### config.mk
export PLATFORM = sky130hd
export DESIGN_NAME = ksa_wide_seq
export DESIGN_NICKNAME = d
export VERILOG_FILES = /design/src/rtl/ksa_wide_seq.sv
export SDC_FILE = /design/constraint.sdc
export NUM_CORES = 1
export LEC_CHECK = 0
export ABC_CLOCK_PERIOD_IN_PS = 5400
export CORE_AREA = 8 8 372 374
export DETAILED_ROUTE_END_ITERATION = 7
export DIE_AREA = 0 0 380 382
export REMOVE_ABC_BUFFERS = 1
export SLEW_MARGIN = 20
export SYNTH_ARGS = -nofsm -noshare
export SYNTH_HDL_FRONTEND = slang
export SYNTH_SLANG_ARGS = --single-unit
### constraint.sdc
create_clock -name clk -period 5.4 [get_ports clk]
set_input_delay 1.62 -clock clk [delete_from_list [all_inputs] [get_ports clk]]
set_output_delay 1.62 -clock clk [all_outputs]
set_load 0.005 [all_outputs]
### src/rtl/ksa_wide_seq.sv
// Wide-operand sequencer around the registered BITS-wide Kogge-Stone adder.
// Optional subtract mode when KSA_WIDE_SUB_EN is defined (adds port in_sub).
//
// state | meaning
// IDLE  | ready for a new wide operand pair; adder inputs parked at 0
// RUN   | one word slot per ADD_LAT+1 clocks, LSW first, carry fed back
// DONE  | wide result presented until the consumer takes it
module ksa_wide_seq #(
    parameter int BITS    = 64,
    parameter int WORDS   = 4,
    parameter int ADD_LAT = 2
) (
    input  logic                   clk,
    input  logic                   rst_n,
    input  logic                   in_valid,
    output logic                   in_ready,
`ifdef KSA_WIDE_SUB_EN
    input  logic                   in_sub,
`endif
    input  logic [WORDS*BITS-1:0]  in_a,
    input  logic [WORDS*BITS-1:0]  in_b,
    input  logic                   in_c,
    output logic [BITS-1:0]        add_a,
    output logic [BITS-1:0]        add_b,
    output logic                   add_c,
    input  logic [BITS:0]          add_s,
    output logic                   out_valid,
    input  logic                   out_ready,
    output logic [WORDS*BITS:0]    out_sum
);

    localparam int WB    = WORDS * BITS;
    localparam int IDX_W = (WORDS < 2) ? 1 : $clog2(WORDS);
    localparam int CNT_W = (ADD_LAT < 1) ? 1 : $clog2(ADD_LAT + 1);

    typedef enum logic [1:0] {IDLE, RUN, DONE} state_t;

    state_t             state_q, state_d;
    logic [WB-1:0]      a_q, a_d;
    logic [WB-1:0]      b_q, b_d;
    logic [WB:0]        sum_q, sum_d;
    logic               carry_q, carry_d;
    logic [IDX_W-1:0]   idx_q, idx_d;
    logic [CNT_W-1:0]   cnt_q, cnt_d;
    logic [BITS-1:0]    b_word;
    logic               carry_in;

    // Operands shift down one word per slot, so the live word is always at the bottom.
`ifdef KSA_WIDE_SUB_EN
    logic sub_q, sub_d;

    assign b_word   = b_q[BITS-1:0] ^ {BITS{sub_q}};
    assign carry_in = in_sub | in_c;

    always_comb begin
        sub_d = sub_q;
        if (state_q == IDLE && in_valid) begin
            sub_d = in_sub;
        end
    end

    always_ff @(posedge clk or negedge rst_n) begin
        if (!rst_n) begin
            sub_q <= 1'b0;
        end else begin
            sub_q <= sub_d;
        end
    end
`else
    assign b_word   = b_q[BITS-1:0];
    assign carry_in = in_c;
`endif

    assign in_ready  = (state_q == IDLE);
    assign out_valid = (state_q == DONE);
    assign out_sum   = sum_q;

    always_comb begin
        state_d = state_q;
        a_d     = a_q;
        b_d     = b_q;
        sum_d   = sum_q;
        carry_d = carry_q;
        idx_d   = idx_q;
        cnt_d   = cnt_q;
        add_a   = '0;
        add_b   = '0;
        add_c   = 1'b0;
        case (state_q)
            IDLE: begin
                if (in_valid) begin
                    a_d     = in_a;
                    b_d     = in_b;
                    carry_d = carry_in;
                    idx_d   = '0;
                    cnt_d   = '0;
                    state_d = RUN;
                end
            end
            RUN: begin
                add_a = a_q[BITS-1:0];
                add_b = b_word;
                add_c = carry_q;
                if (cnt_q == CNT_W'(ADD_LAT)) begin
                    // Result words enter at the top and end up in place after WORDS slots.
                    sum_d[WB-1:0] = {add_s[BITS-1:0], sum_q[WB-1:BITS]};
                    carry_d       = add_s[BITS];
                    cnt_d         = '0;
                    a_d           = a_q >> BITS;
                    b_d           = b_q >> BITS;
                    if (idx_q == IDX_W'(WORDS - 1)) begin
                        sum_d[WB] = add_s[BITS];
                        state_d   = DONE;
                    end else begin
                        idx_d = idx_q + 1'b1;
                    end
                end else begin
                    cnt_d = cnt_q + 1'b1;
                end
            end
            DONE: begin
                if (out_ready) begin
                    state_d = IDLE;
                end
            end
            default: state_d = IDLE;
        endcase
    end

    always_ff @(posedge clk or negedge rst_n) begin
        if (!rst_n) begin
            state_q <= IDLE;
            a_q     <= '0;
            b_q     <= '0;
            sum_q   <= '0;
            carry_q <= 1'b0;
            idx_q   <= '0;
            cnt_q   <= '0;
        end else begin
            state_q <= state_d;
            a_q     <= a_d;
            b_q     <= b_d;
            sum_q   <= sum_d;
            carry_q <= carry_d;
            idx_q   <= idx_d;
            cnt_q   <= cnt_d;
        end
    end

endmodule

==> flow_summary.yaml <==
placed_design:
  port_buffers: 969
  dp_hpwl_um: 89360
  gp_congestion: 0.8245
  dpl-instance-area_um2: 44560
global_routing:
  grt.overflow.total: 0
  grt_pass1_vias: 28070
  antenna_found_initial: 45
  grt_start_max_net_pins: 168
  grt_pass1_wl_um: 185900
  track_usage_pct: 16.44
pwr:
  power_switching_w: 0.01100
  p_comb_share_pct: 44.5
  switching_share_pct: 35.93
  peakVddDrop_mv: 0.2823
  powerDensity_nw_per_um2: 640.2
  internal-power_w: 0.01961
  pwr-share-seq_pct: 34.2
  clockPowerShare_pct: 21.2
  leakage_nw: 19.50
yosys:
  synth.distinct_cells: 25
  syn_area_um2: 33090
  syn_area_per_cell_um2: 10.53
  synthCells: 3144
  synth-seq-cells: 776
  yosysWarnings: 0
  ys_seq_area_share_pct: 58.68
floorplan:
  placementRows: 134
  fp.dieW_um: 380
  die_area_um2: 145200
  ios: 970
  die_h_um: 382
  start_util_pct: 24.98
  core_area_um2: 132500
cts:
  post_cts_buffers: 0
  cts_root_buf: "clkbuf_16"
  cts.sinks: 776
  clk_pin_slew_ns: 0.05
  numCtsBuffers: 89
  cts_tree: "done"
  clock_path_buffers: 3
  cts-htree-levels: 3
  holdBufCountCts: 0
  cts-resized-gates: 0
  clock_latency_ns: 0.69
sta:
  finClkSkew_ns: 0.02855
  rsz0062_at_grt: "false"
  period_share_pct: 86.41
  tns_ns: 0
  setup_viol: 0
  finalMaxSlewViolations: 0
  period_needed_ns: 4.666
  fmax_ghz: 0.2143
  final_hold_viol_count: 0
  relSlewSlack_pct: 27.77
  worstMarginPinSlew_ns: 1.083
worst_setup_path:
  cp-start-kind: "flip-flop"
  crit_type: "flip-flop to primary output"
  timing.critical_path.to_type: "primary output"
  worstPathMaxFanout: 83
  slowest_delay_ns: 0.56
  critPathSlowestCell: "dfrtp_1"
  cp.required_ns: 3.78
  worstPathArrival_ns: 3.05
  cp_cell_sequence: "nor2b_4 -> buf_12 -> buf_12 -> and2_1 -> clkdlybuf4s50_1"
  crit_top_cell: "buf_12"
detailed_routing:
  ant_nets: 0
  drc_errors: 0
  wirelength_um: 125200
  drt_pass1_iterations: 7
  vias: 27660
  drtIter0Drc: 1972
  routed_via_density: 4.720
  wire_per_inst_um: 21.37
cells_and_area:
  nNetsFinal: 4577
  final_cell_area_um2: 47820
  fillers: 13280
  drive_above_1_share_pct: 12.13
  area_growth_pct: 44.51
run:
  cap_violations: 0
worst_hold_path:
  hold_class: "flip-flop to flip-flop"
outcome:
  status: "completed"
==> layout by cell type (no fill, tap or decap), types with 2 or more instances in the layout <==
master,n
nand2_1,771
and2_1,129
inv_16,3
nor3_1,385
buf_4,50
diode_2,27
buf_12,28
nor2_1,3
clkbuf_8,28
a31oi_1,385
bufinv_16,9
clkinv_16,2
clkinvlp_4,5
dfrtp_1,776
clkinv_2,9
clkbuf_16,91
a22o_1,131
mux2_2,259
clkdlybuf4s50_1,968
clkbuf_1,14
o21bai_1,2
==> cell type report <==
cell class / count / area [um2] / area share, %
Tap cell: 1768 / 2212 / 4.626
Sequential cell: 776 / 19420 / 40.61
Multi-Input combinational cell: 2079 / 12280 / 25.68
Clock inverter: 29 / 481.7 / 1.007
Timing Repair Buffer: 1047 / 10640 / 22.25
Clock buffer: 133 / 2715 / 5.678
Inverter: 1 / 3.754 / 0.007850
Antenna cell: 27 / 67.56 / 0.1413
==> critical path, delay by kind of cell (launching register included) <==
kind	cells	cell delay, ns
buffers and inverters	3	1.15
DFF	1	0.56
and+or+nand+nor	2	0.56
==> worst paths after layout <==
kind | from | end | slack (ns) | depth (start not counted)
hold reg to reg | a_q[217] | a_q[217] | 0.49 | 1
max in group asynchronous | rst_n | b_q[41] | 3.15 | 2
hold / removal | a_q[217] | a_q[217] | 0.49 | 1
setup / recovery | state_q[0] | add_b[51] | 0.73 | 5
min in group asynchronous | rst_n | out_sum[31] | 0.99 | 1
setup reg to reg | state_q[0] | b_q[81] | 2.22 | 7
==> per-stage QoR <==
stage / util (%) / hold WS (ns) / total power (W) / worst slack [ns] / std cells
2_1_floorplan: - / 0.4659 / 0.01657 / -106.05 / 2856
3_3_place_gp: 33.64 / 0.4810 / 0.02420 / 1.284 / 5671
3_5_place_dp: 33.64 / 0.4810 / 0.02444 / 1.230 / 5671
4_1_cts: 36.05 / 0.4975 / 0.03109 / 0.6020 / 5833
5_1_grt: 36.09 / 0.5064 / 0.03267 / 0.5342 / 5854
6_report: 36.10 / 0.4943 / 0.03061 / 0.7337 / 5860
==> kinds of logic after synthesis <==
group,Yosys count,share of synthesized area [%]
simple gates,1298,17.26
flops,776,58.68
compound gates,520,10.83
mux,260,8.848
buf+inv,289,4.344
fa+ha+maj,1,0.03780
==> power groups by stage <==
| stage | Sequential (W) | Clock [W] | Combinational (W) |
|---|---|---|---|
| 5_1_grt | 0.0109 | 0.00690 | 0.0149 |
| 3_3_place_gp | 0.0105 | 0 | 0.0137 |
| 4_1_cts | 0.0105 | 0.00669 | 0.0139 |
| 3_5_place_dp | 0.0106 | 0 | 0.0139 |
| 6_report | 0.0105 | 0.00650 | 0.0136 |
| 2_1_floorplan | 0.00997 | 0 | 0.00661 |
==> metal layers <==
layer | vias to the layer above | global-route usage [%] | wire length, um
met1 | 13720 | 20.21 | 50980
met3 | 186 | 5.290 | 9981
met5 | - | 0 | 160
met2 | 951 | 26.92 | 60260
li1 | 12780 | - | -
met4 | 26 | 6.217 | 3841
==> cell usage after synthesis <==
| library cell | count | share of area (%) |
|---|---|---|
| or2_1 | 1 | 0.019 |
| clkbuf_1 | 97 | 1.1 |
| buf_2 | 156 | 2.4 |
| buf_4 | 28 | 0.64 |
| nor2b_1 | 2 | 0.038 |
| mux2_1 | 1 | 0.034 |
| nand2_1 | 771 | 8.7 |
| dfrtp_1 | 776 | 59 |
| ha_1 | 1 | 0.038 |
| o21ai_0 | 1 | 0.015 |
| nor3_1 | 385 | 5.8 |
| a21o_1 | 1 | 0.023 |
| nand3b_1 | 1 | 0.023 |
| a31oi_1 | 385 | 7.3 |
| nor4bb_1 | 1 | 0.030 |
| o21bai_1 | 2 | 0.045 |
| nor3b_1 | 1 | 0.023 |
| inv_1 | 1 | 0.011 |
| nor2_1 | 4 | 0.045 |
| buf_6 | 7 | 0.24 |
| nand2b_1 | 2 | 0.038 |
| a22o_1 | 131 | 3.5 |
| and2_1 | 129 | 2.4 |
| mux2_2 | 259 | 8.8 |
| and4bb_2 | 1 | 0.038 |
==> flip-flops by register name (all words and copies together), names as in the netlist <==
signal and flops:
carry_q 1, a_q 256, b_q 256, state_q 2, idx_q 2, cnt_q 2
out_sum 257
Note: power is estimated with default switching activity, not from simulation.
